`config.mk`:
```
export PLATFORM = sky130hd
export DESIGN_NAME = irq_sched_flat
export DESIGN_NICKNAME = d
export VERILOG_FILES = /design/src/rtl/irq_sched_pkg.sv /design/src/rtl/irq_sched_if.sv /design/src/rtl/irq_prio_sel.sv /design/src/rtl/irq_sched.sv /design/src/flat_wrapper.sv
export SDC_FILE = /design/constraint.sdc
export NUM_CORES = 1
export LEC_CHECK = 0
export BUFFER_PORTS_ARGS = -buffer_cell sky130_fd_sc_hd__buf_4
export CORE_MARGIN = 2
export CORE_UTILIZATION = 38
export CTS_CLUSTER_SIZE = 14
export DETAILED_ROUTE_END_ITERATION = 10
export GPL_TIMING_DRIVEN = 0
export HOLD_SLACK_MARGIN = 0.12
export PLACE_DENSITY = 0.8
export SETUP_SLACK_MARGIN = 0.15
export SLEW_MARGIN = 40
export SYNTH_ARGS = -nofsm -noshare
export SYNTH_HDL_FRONTEND = slang
export SYNTH_SLANG_ARGS = --single-unit
```
`constraint.sdc`:
```
create_clock -name clk_i -period 2.1 [get_ports clk_i]
set_clock_uncertainty 0.2 [all_clocks]
set_input_delay 0.21 -clock clk_i [delete_from_list [all_inputs] [get_ports clk_i]]
set_output_delay 0.21 -clock clk_i [all_outputs]
set_load 0.1 [all_outputs]
```
`src/rtl/irq_sched_pkg.sv`:
```
// irq_sched_pkg: FSM state encoding, register addresses and ICTRL bit positions for irq_sched.
package irq_sched_pkg;
    typedef enum logic [1:0] {IDLE, REQ, SERV} state_e;
    localparam logic [1:0] ADDR_IMASK = 2'd0;
    localparam logic [1:0] ADDR_IPEND = 2'd1;
    localparam logic [1:0] ADDR_ICTRL = 2'd2;
    localparam int GIE_BIT    = 0;
    localparam int CUR_ID_LSB = 8;
    localparam int BUSY_BIT   = 16;
endpackage

```
`src/rtl/irq_sched_if.sv`:
```
// irq_sched_if: device-bus register port plus CPU req/ack/eret handshake of irq_sched.
interface irq_sched_if #(parameter int ID_W = 2) ();
    logic            we_i;
    logic [3:2]      addr_i;
    logic [31:0]     data_in;
    logic [31:0]     data_out;
    logic            int_req_o;
    logic [ID_W-1:0] int_id_o;
    logic            int_ack_i;
    logic            eret_i;
    modport master (output we_i, addr_i, data_in, int_ack_i, eret_i,
                    input data_out, int_req_o, int_id_o);
    modport slave (input we_i, addr_i, data_in, int_ack_i, eret_i,
                   output data_out, int_req_o, int_id_o);
endinterface

```
`src/rtl/irq_prio_sel.sv`:
```
// irq_prio_sel: picks the first eligible source searching upward (with wrap) from start_i.
module irq_prio_sel #(
    parameter int N_SRC = 4,
    parameter int ID_W  = 2
) (
    input  logic [N_SRC-1:0] elig_i,
    input  logic [ID_W-1:0]  start_i,
    output logic             valid_o,
    output logic [ID_W-1:0]  id_o
);
    logic [ID_W-1:0] cand;
    // Scan from the far end so the candidate closest to start_i is written last and wins.
    always_comb begin
        valid_o = 1'b0;
        id_o = '0;
        cand = '0;
        for (int k = N_SRC - 1; k >= 0; k--) begin
            cand = ID_W'((int'(start_i) + k) % N_SRC);
            if (elig_i[cand]) begin
                valid_o = 1'b1;
                id_o = cand;
            end
        end
    end
endmodule

```
`src/rtl/irq_sched.sv`:
```
// irq_sched: latches and masks IRQ pulses, presents one at a time to the CPU via req/ack/eret.
// Define IRQ_SCHED_ROUND_ROBIN_EN for rotating priority; default is fixed lowest-index-first.
module irq_sched
    import irq_sched_pkg::*;
#(
    parameter int N_SRC = 4,
    parameter int ID_W  = 2
) (
    input  logic             clk_i,
    input  logic             rst_i,
    input  logic [N_SRC-1:0] irq_src_i,
    irq_sched_if.slave       bus
);
    logic [N_SRC-1:0] imask_q, imask_d, ipend_q, ipend_d, elig;
    logic             gie_q, gie_d;
    state_e           state_q, state_d;
    logic [ID_W-1:0]  cur_id_q, cur_id_d, start, sel_id;
    logic             sel_valid, ack, wr_mask, wr_pend, wr_ctrl, unused_data;
    logic [31:0]      ctrl_word;

    assign wr_mask = bus.we_i && bus.addr_i == ADDR_IMASK;
    assign wr_pend = bus.we_i && bus.addr_i == ADDR_IPEND;
    assign wr_ctrl = bus.we_i && bus.addr_i == ADDR_ICTRL;
    assign ack = state_q == REQ && bus.int_ack_i;
    assign elig = gie_q ? ipend_q & imask_q : '0;
    assign imask_d = wr_mask ? bus.data_in[N_SRC-1:0] : imask_q;
    assign gie_d = wr_ctrl ? bus.data_in[GIE_BIT] : gie_q;
    // Clears first, then new pulses OR in so a same-cycle set always survives.
    assign ipend_d = (ipend_q & ~(wr_pend ? bus.data_in[N_SRC-1:0] : '0)
                     & ~(ack ? N_SRC'(1) << cur_id_q : '0)) | irq_src_i;
    assign unused_data = ^bus.data_in;
    assign ctrl_word = (32'(gie_q) << GIE_BIT) | (32'(cur_id_q) << CUR_ID_LSB)
                     | (32'(state_q != IDLE) << BUSY_BIT);

`ifdef IRQ_SCHED_ROUND_ROBIN_EN
    logic [ID_W-1:0] last_q, last_d;
    assign last_d = ack ? cur_id_q : last_q;
    assign start = (32'(last_q) == N_SRC - 1) ? '0 : last_q + 1'b1;
    always_ff @(posedge clk_i) last_q <= rst_i ? ID_W'(N_SRC - 1) : last_d;
`else
    assign start = '0;
`endif

    irq_prio_sel #(.N_SRC(N_SRC), .ID_W(ID_W)) u_sel (
        .elig_i (elig),
        .start_i(start),
        .valid_o(sel_valid),
        .id_o   (sel_id)
    );

    always_ff @(posedge clk_i) begin
        if (rst_i) begin
            state_q  <= IDLE;
            imask_q  <= '0;
            ipend_q  <= '0;
            gie_q    <= 1'b0;
            cur_id_q <= '0;
        end else begin
            state_q  <= state_d;
            imask_q  <= imask_d;
            ipend_q  <= ipend_d;
            gie_q    <= gie_d;
            cur_id_q <= cur_id_d;
        end
    end

    always_comb begin
        state_d = state_q;
        cur_id_d = cur_id_q;
        if (state_q == IDLE && sel_valid) begin
            state_d = REQ;
            cur_id_d = sel_id;
        end else if (state_q == REQ)
            state_d = ack ? SERV
                    : (!gie_q || !imask_q[cur_id_q] || !ipend_q[cur_id_q]) ? IDLE : REQ;
        else if (state_q == SERV && bus.eret_i)
            state_d = IDLE;
    end

    always_comb begin
        bus.int_req_o = state_q == REQ;
        bus.int_id_o = cur_id_q;
        bus.data_out = bus.addr_i == ADDR_IMASK ? 32'(imask_q)
                     : bus.addr_i == ADDR_IPEND ? 32'(ipend_q)
                     : bus.addr_i == ADDR_ICTRL ? ctrl_word : '0;
    end
endmodule

```
`src/flat_wrapper.sv`:
```
// flat-port wrapper written by rule: the top's interface ports become plain ports
module irq_sched_flat import irq_sched_pkg::*;
#(
    parameter int N_SRC = 4,
    parameter int ID_W  = 2
)
  (clk_i, rst_i, irq_src_i, bus_we_i, bus_addr_i, bus_data_in, bus_int_ack_i, bus_eret_i, bus_data_out, bus_int_req_o, bus_int_id_o);
  irq_sched_if #(.ID_W(ID_W)) bus_i ();
  input  logic clk_i;
  input  logic rst_i;
  input  logic [N_SRC-1:0] irq_src_i;
  input wire logic [$bits(bus_i.we_i)-1:0] bus_we_i;
  input wire logic [$bits(bus_i.addr_i)-1:0] bus_addr_i;
  input wire logic [$bits(bus_i.data_in)-1:0] bus_data_in;
  input wire logic [$bits(bus_i.int_ack_i)-1:0] bus_int_ack_i;
  input wire logic [$bits(bus_i.eret_i)-1:0] bus_eret_i;
  output wire logic [$bits(bus_i.data_out)-1:0] bus_data_out;
  output wire logic [$bits(bus_i.int_req_o)-1:0] bus_int_req_o;
  output wire logic [$bits(bus_i.int_id_o)-1:0] bus_int_id_o;
  assign bus_i.we_i = bus_we_i;
  assign bus_i.addr_i = bus_addr_i;
  assign bus_i.data_in = bus_data_in;
  assign bus_i.int_ack_i = bus_int_ack_i;
  assign bus_i.eret_i = bus_eret_i;
  assign bus_data_out = bus_i.data_out;
  assign bus_int_req_o = bus_i.int_req_o;
  assign bus_int_id_o = bus_i.int_id_o;
  irq_sched #(.N_SRC(N_SRC), .ID_W(ID_W)) u_core (.clk_i(clk_i), .rst_i(rst_i), .irq_src_i(irq_src_i), .bus(bus_i));
endmodule
```
# Yosys cells after proc, flatten, opt, wreduce, memory -nomap -nowiden
# Cells that the tools add are included.
[classes] eq_ne=4 mux=23 n_reduce_logical=17 magnitude_cmp=1 shifts=1 bitwise=8
[ops] operator="$mux 32" n=3
[ops] operator="$or 32x17->32" n=1
[ops] operator="$mux 2" n=7
[ops] operator="$and 4x4->4" n=3
[ops] operator="$mux 4" n=3
[ops] operator="$or 1x10->10" n=1
[ops] operator="$mux 1" n=8
[ops] operator="$not 4->4" n=2
[ops] operator="$logic_and 1x1->1" n=6
[ops] operator="$bmux 1 s2" n=2
[ops] operator="$eq 2x1->1 const B" n=2
[ops] operator="$eq 2x2->1 const B" n=2
[ops] operator="$logic_not 2->1" n=2
[ops] operator="$or 4x4->4" n=1
[ops] operator="$reduce_bool 2->1" n=2
[ops] operator="$shl 1x2->4 const A" n=1
[ops] operator="$logic_not 1->1" n=3
[ops] operator="$lt 2x3->1 const B" n=1
[ops] operator="$reduce_bool 3->1" n=1
[ops] operator="$logic_or 1x1->1" n=2
[ops] operator="$reduce_or 2->1" n=1
[totals] inputBits=43 output_inout_bits=35 reg_bits=13 elab_cells=60

# Depth between registers and ports, before layout
# Gate-level depths: netlist of the first run.
[depth] ltp_word=9 ltp_mapped=5 ltp_nobuf=4

# Cells and area by module
# A second synthesis of the first run with hierarchy kept.
[hier_totals] cells_unflattened=123 hier_area_um2=1027.2
[modules_own_cells] module="irq_sched" n_inst=1 area_each_um2=949.7 seq_area_each_um2=260.2 cells_per_inst=110
[modules_own_cells] module="irq_prio_sel" n_inst=1 area_each_um2=77.6 seq_area_each_um2=0.0 cells_per_inst=13

# Worst setup path before layout of the first run
# OpenSTA, ideal clock, no wires.
[synth_timing] kind="input-to-output" from="input port bus_addr_i[1]" to="output port bus_data_out[0]" required_time_ns=1.690 t_arrival_ns=2.652 path_stages=3 n_path_buf=1 slack_ns=-0.962 cell_sequence="clkbuf_1 -> mux2i_1 -> o21ai_0"
[synth_via] elab_chain_cells=4 elab_cells_between_ends=6 cone_classes="2 x eq/ne; 3 x mux; 1 x reduce/logical"
[synth_rtl] item="start, declared" line_no="flat_wrapper.sv:13" rtl="input wire logic [$bits(bus_i.addr_i)-1:0] bus_addr_i;"
[synth_rtl] item="$eq 2x2->1" line_no="irq_sched.sv:85" rtl=": bus.addr_i == ADDR_ICTRL ? ctrl_word : '0;"
[synth_rtl] item="$mux 32" line_no="irq_sched.sv:85"
[synth_rtl] item="$mux 32" line_no="irq_sched.sv:84" rtl=": bus.addr_i == ADDR_IPEND ? 32'(ipend_q)"
[synth_rtl] item="$mux 32 *" line_no="irq_sched.sv:83" rtl="bus.data_out = bus.addr_i == ADDR_IMASK ? 32'(imask_q)"
[synth_rtl] item="end, declared" line_no="flat_wrapper.sv:17" rtl="output wire logic [$bits(bus_i.data_out)-1:0] bus_data_out;"
# Mark *: on every way between the ends. The rest lies on a longest branch, timed or not.

# Worst setup path after layout of the first run
[layout_timing] from="register u_core.state_q[0]" to="register u_core.ipend_q[2]"
[layout_via] elab_chain_cells=6
[layout_rtl] item="start, declared" line_no="irq_sched.sv:16" rtl="state_e state_q, state_d;"
[layout_rtl] item="start signal, assigned" line_no="irq_sched.sv:59" rtl="state_q <= state_d;"
[layout_rtl] item="$eq 2x1->1" line_no="irq_sched.sv:24" rtl="assign ack = state_q == REQ && bus.int_ack_i;"
[layout_rtl] item="$logic_and 1x1->1" line_no="irq_sched.sv:24"
[layout_rtl] item="$mux 4" line_no="irq_sched.sv:30" rtl="& ~(ack ? N_SRC'(1) << cur_id_q : '0)) | irq_src_i;"
[layout_rtl] item="$not 4->4" line_no="irq_sched.sv:30"
[layout_rtl] item="$and 4x4->4" line_no="irq_sched.sv:30"
[layout_rtl] item="$or 4x4->4" line_no="irq_sched.sv:30"
[layout_rtl] item="end signal, assigned" line_no="irq_sched.sv:61" rtl="ipend_q <= ipend_d;"
[layout_rtl] item="end, declared" line_no="irq_sched.sv:14" rtl="logic [N_SRC-1:0] imask_q, imask_d, ipend_q, ipend_d, elig;"
# Every way passes these cells.
# A chain may end at the register's enable or synchronous reset.

==> impl_results.md, run 1 <==
- Status: completed
- ANT nets after route: 0
- Placer congestion estimate: 0.8019
- Pins Over Slew Limit: 0
- Crit path kind: register to register
- Clk sink count: 13
- WHS: 0.2414 ns
- HP Class: primary input to register
- Share of layout cells above drive strength 1: 36.72%
- Reg power frac: 34.6%
- Buf/Inv on CP: 1
- Top cell type's share of synthesized area: 28.49%
- Worst skew pair latency: 0.28 ns
- Post-CTS setup buffer count: 0
- Post-Route Setup TNS: 0 ns
- Part of the power in combinational logic: 45.0%
- Clock-pin transition on the worst setup and hold timing paths: 0.08 ns
- # setup viols final: 0
- Vias per cell: 4.605
- Crit-path leading delay family: buffers and inverters
- Die area: 2812 sq um
- CTS buffer count: 3
- Crit. End Element: register
- First-pass GRT wire length: 3643 um
- Highest ir drop seen on vdd: 0.0003335 V
- Wire length per cell: 10.73 um
- Largest net degree at the start of global routing: 11
- Final Cycle Share: 86.70%
- CTS max path bufs: 2
- Switching Fraction: 46.24%
- Fill count: 212
- Ranking of synthesized cells by area: dfxtp_1 (28%), buf_4 (21%), mux2i_1 (8.8%)
- Tmin final: 1.821 ns
- CP max stage cell: dlygate4sd3_1
- Clk pwr share: 20.4%
- Sequential cell area: 262.8 sq um
- Crit-path cells: nor2b_4 -> nand4b_1 -> a31oi_1 -> dlygate4sd3_1 -> nor2_1
- Area grow syn2layout: 53.42%
- Commonest non-fill, non-tap cell in the layout: buf_4
- Post-synthesis sequential area ratio: 28.49%
- Cells after synthesis: 113
- Most frequent cells in the layout: buf_4 (47), conb_1 (25), dlygate4sd3_1 (14)
- Root Buffer: clkbuf_4
- H-tree depth: 1
- Overall Global Routing Usage: 17.35%
- CP Max Fanout: 5
- Final Hold Vio Count: 0
- Leakage: 0.6616 nW
- Number of synthesized register bits: 13
- Post-synthesis area per instance: 8.083 sq um
- Initial antenna violation count: 0
- Slowest cell delay on critical path: 0.57 ns
- Count of warnings emitted by yosys: 0
- Core area: 2233 sq um
- PnR Total Power: 0.7725 mW
- Fin nets: 221
- I/O Pins: 78
- DRC: 0
- PD cells: 551.2 nW/um^2
- CP Launch Type: register
- Starting Density: 40.90%
- Multi-input gate area: 566.8 sq um
- Internal: 0.4153 mW
- RSZ-0062 raised after global routing: no
- DR vias: 944
- Horiz. Die Dim: 53.03 um
- FMAX: 0.5493 GHz
- 1st-iter DRT viols: 23
- Antenna Diode Count: 0
- Yosys cell types: 29
- NetSw: 0.3572 mW
- Drt total wl: 2199 um
- Yosys top cell by area: dfxtp_1
- Worst EP required: 2.06 ns
- First-pass DRT Iterations: 4
- Max Cap Viol: 0
- DP HPWL: 1636 um
- Site row count: 17
- Crit path DAT: 1.78 ns
- GRT overflow: 0
- CTS tree: built
- Mapped Area: 913.4 sq um
- Vias in the first global route: 878
- Die extent in y: 53.03 um
- Port Buffer Count: 22
[sequential cells by signal, summed over array words and instances (netlist names)]
signal	flops
u_core.bus.int_id_o	2
u_core.imask_q	4
u_core.state_q	2
u_core.ipend_q	4
u_core.gie_q	1
[Yosys cell counts]
cell type / n
o211a_1: 1
nor3b_2: 1
nand2_1: 9
a311oi_1: 1
nand4_1: 2
nor3_1: 1
nor3b_1: 1
dfxtp_1: 13
and2_1: 2
a22o_1: 1
a22o_2: 1
buf_2: 2
nand4b_1: 1
conb_1: 1
a2111oi_2: 1
nand3_1: 3
a32o_1: 1
nor2_1: 13
clkbuf_1: 2
mux2i_1: 8
and3b_1: 1
nand3b_1: 3
o21ai_0: 3
nor2b_1: 3
nor4bb_1: 1
buf_4: 25
a21oi_1: 4
a31oi_1: 5
nand2b_1: 3
[worst paths after layout]
path / start / end / slack [ns] / depth (start not counted)
setup / recovery: u_core.state_q[0]$_SDFFE_PP0P_ / u_core.ipend_q[2]$_SDFF_PP0_ / 0.28 / 5
hold / removal: bus_addr_i[0] / u_core.gie_q$_SDFFE_PP0P_ / 0.24 / 4
setup reg to reg: u_core.state_q[0]$_SDFFE_PP0P_ / u_core.ipend_q[2]$_SDFF_PP0_ / 0.28 / 5
hold reg to reg: u_core.state_q[0]$_SDFFE_PP0P_ / u_core.state_q[0]$_SDFFE_PP0P_ / 0.36 / 2
[worst min-delay path, stage by stage]
cell,delay (ns)
buf_2,0.19
nor2b_1,0.12
nand3_1,0.09
a21oi_1,0.05
[metal layers]
metal | vias up | track usage (%) | wire [um]
li1 | 469 | - | -
met1 | 427 | 21.07 | 921
met2 | 44 | 31.25 | 1077
met3 | 4 | 1.977 | 168
met4 | 0 | 5.983 | 31
met5 | - | 0 | 0
[logic make-up after synthesis]
kind of cell,after synthesis,synth area share [%]
buffers and inverters,29,22.47
muxes,8,8.767
DFF,13,28.49
and+or+nand+nor,44,25.75
other,1,0.4106
AOI/OAI and AO/OA,18,14.11
[cell type report]
cell class	count	share of cell area, %
clock buffers	4	1.875
plain buffers	29	14.64
well taps	28	2.500
flip-flops and latches	13	18.75
multi-input cells	95	40.45
repair buffers	36	21.79
[per-stage QoR]
stage                     area (sq um)  cells  utilization [%]  setup slack [ns]
after floorplan                   1035    137                -            0.2451
after global placement            1235    187            55.29            0.3383
after detailed placement          1235    187            55.29            0.3072
after CTS                         1401    205            62.75            0.3051
after global routing              1401    205            62.75            0.1835
final                             1401    205            62.75            0.2794
[what timing repair did]
action                                 4_1_cts  5_1_grt
gates resized for setup                      0        0
endpoints found under the hold margin       12        0
hold buffers                                14        0
[power groups by stage]
stage	logic (mW)	clock network [mW]	registers (mW)
final	0.348	0.157	0.267
after global routing	0.361	0.173	0.269
after CTS	0.346	0.159	0.267
after global placement	0.324	0	0.271
after floorplan	0.292	0	0.270
after detailed placement	0.326	0	0.273
Power figures use the tool's default switching activity.
==> inputs of run 2 (changes only) <==
CORE_ASPECT_RATIO = 0.9   (was default)
==> impl_results.md, run 2 (synthesis gave the netlist of run 1 again) <==
- HP Class: primary input to register
- Worst EP required: 2.05 ns (about the same)
- Clk sink count: 13 (unchanged)
- Commonest non-fill, non-tap cell in the layout: buf_4
- Status: completed
- Wire length per cell: 10.63 um (-0.88%)
- Share of layout cells above drive strength 1: 36.72% (unchanged)
- Area grow syn2layout: 53.29% (about the same)
- Reg-to-reg endpoint: u_core.ipend_q[3]$_SDFF_PP0_
- Crit. End Element: register
- DP HPWL: 1603 um (-2.0%)
- Setup ws final: 0.2960 ns (+0.01659 ns)
- First-pass GRT wire length: 3394 um (-6.8%)
- Clk pwr share: 20.3% (about the same)
- FMAX: 0.5543 GHz (+0.92%)
- Post-CTS setup buffer count: 0 (unchanged)
- Hold Path Stages: 4 (unchanged)
- Final Cycle Share: 85.91% (-0.79 points)
- RSZ-0062 raised after global routing: no
- DRC: 0 (unchanged)
- Crit path kind: register to register
- Horiz. Die Dim: 55.68 um (+5.0%)
- Die extent in y: 50.51 um (-4.7%)
- Post-Route Setup TNS: 0 ns (unchanged)
- Port Buffer Count: 22 (unchanged)
- Max Cap Viol: 0 (unchanged)
- Biggest regs: u_core.imask_q x4, u_core.ipend_q x4
- DR vias: 938 (-0.64%)
- Initial antenna violation count: 0 (unchanged)
- Vias in the first global route: 811 (-7.6%)
- Tmin final: 1.804 ns (-0.01659 ns)
- Resize count post-CTS: 0 (unchanged)
- Largest net degree at the start of global routing: 11 (unchanged)
- Site row count: 16 (-1)
- Crit path DAT: 1.76 ns (-0.02 ns)
- Part of the power in combinational logic: 45.2% (+0.2 points)
- Placer congestion estimate: 0.8381 (+4.5%)
- CP Launch Type: register
- # setup viols final: 0 (unchanged)
- Antenna Diode Count: 0 (unchanged)
- Internal: 0.4152 mW (about the same)
- Worst skew pair latency: 0.27 ns (about the same)
- I/O Pins: 78 (unchanged)
- Reg power frac: 34.6% (about the same)
- Die area: 2812 sq um (about the same)
- CTS max path bufs: 2 (unchanged)
- NetSw: 0.3561 mW (-0.32%)
- CTS tree: built
- Worst slack at placement: 0.3471 ns (+0.03985 ns)
- Starting Density: 41.10% (+0.21 points)
- Reg2Reg Depth: 5 (unchanged)
- Overall Global Routing Usage: 15.26% (-2.1 points)
- Vias per cell: 4.598 (-0.15%)
- Final Hold Vio Count: 0 (unchanged)
- CP Max Fanout: 5 (unchanged)
- Worst Hold Launch: bus_addr_i[0]
- Pins Over Slew Limit: 0 (unchanged)
- H-tree depth: 1 (unchanged)
- First-pass DRT Iterations: 4 (unchanged)
- Drt total wl: 2169 um (-1.4%)
- ANT nets after route: 0 (unchanged)
- Leakage: 0.6616 nW (unchanged)
- Clock-pin transition on the worst setup and hold timing paths: 0.08 ns (about the same)
- Highest ir drop seen on vdd: 0.0004265 V (+28%)
- Worst Hold End: u_core.gie_q$_SDFFE_PP0P_
- PD cells: 550.9 nW/um^2 (about the same)
- GRT overflow: 0 (unchanged)
- Critical R2R Launch: u_core.state_q[0]$_SDFFE_PP0P_
- Root Buffer: clkbuf_4
- Core area: 2222 sq um (-0.50%)
- Most frequent cells in the layout: buf_4 (47), conb_1 (25), dlygate4sd3_1 (14)
- 1st-iter DRT viols: 27 (+17%)
- Switching Fraction: 46.16% (-0.077 points)
- CTS buffer count: 3 (unchanged)
- Reg2Reg Setup Slack: 0.30 ns (+0.02 ns)
- Fin nets: 221 (unchanged)
- WHS: 0.2548 ns (+0.01343 ns)
run 2: cell counts in the layout (fill, tap and decap cells not counted):
No cell type changed its count.
run 2: final cells by class:
| type | count | area [sq um] |
|---|---|---|
| clock buffers | 4 | 26.28 |
| plain buffers | 29 | 205.2 |
| multi-input cells | 95 | 566.8 |
| fillers | 208 | 822.0 |
| flip-flops and latches | 13 | 262.8 |
| well taps | 27 | 33.78 |
| repair buffers | 36 | 305.3 |
run 2: worst max-delay path by stage:
| stage | from | to | depth (start not counted) |
|---|---|---|---|
| 2_1_floorplan | bus_addr_i[1] | bus_data_out[0] | 3 |
| 3_3_place_gp | bus_addr_i[1] | bus_data_out[16] | 4 |
| 3_5_place_dp | bus_addr_i[1] | bus_data_out[16] | 4 |
| 4_1_cts | u_core.state_q[0]$_SDFFE_PP0P_ | u_core.ipend_q[3]$_SDFF_PP0_ | 5 |
| 5_1_grt | u_core.state_q[0]$_SDFFE_PP0P_ | u_core.ipend_q[3]$_SDFF_PP0_ | 5 |
| 6_report | u_core.state_q[0]$_SDFFE_PP0P_ | u_core.ipend_q[3]$_SDFF_PP0_ | 5 |
run 2: power groups by stage:
stage          clock, mW  sequential [mW]  combinational [mW]
2_1_floorplan          0            0.270               0.292
3_3_place_gp           0            0.272               0.323
3_5_place_dp           0            0.272               0.326
4_1_cts            0.159            0.266               0.346
5_1_grt            0.168            0.268               0.361
6_report           0.156            0.267               0.348
run 2: timing repair:
item / 4_1_cts / 5_1_grt
hold buffers: 14 / 0
endpoints found under the hold margin: 12 / 0
setup endpoints to repair: 0 / 0
run 2: worst max-delay path: stages (launching register included):
cell and delay (ns):
dfxtp_1 0.39, nor2b_4 0.19, nand4_1 0.12, a31oi_1 0.18, dlygate4sd3_1 0.57, nor2_1 0.04
run 2: per-layer routing:
metal  track usage [%]  routed length (um)  vias to the layer above
li1                  -                   -                      473
met1             17.95                 944                      418
met2             26.59                1007                       43
met3             5.412                 185                        4
met4             3.659                  31                        0
met5                 0                   0                        -
run 2: through the flow:
stage	instance area, sq um	std cells	utilization, %	total power [mW]
2_1_floorplan	1035	137	-	0.5620
3_3_place_gp	1234	186	55.52	0.5951
3_5_place_dp	1234	186	55.52	0.5975
4_1_cts	1400	204	63.01	0.7716
5_1_grt	1400	204	63.01	0.7970
6_report	1400	204	63.01	0.7713
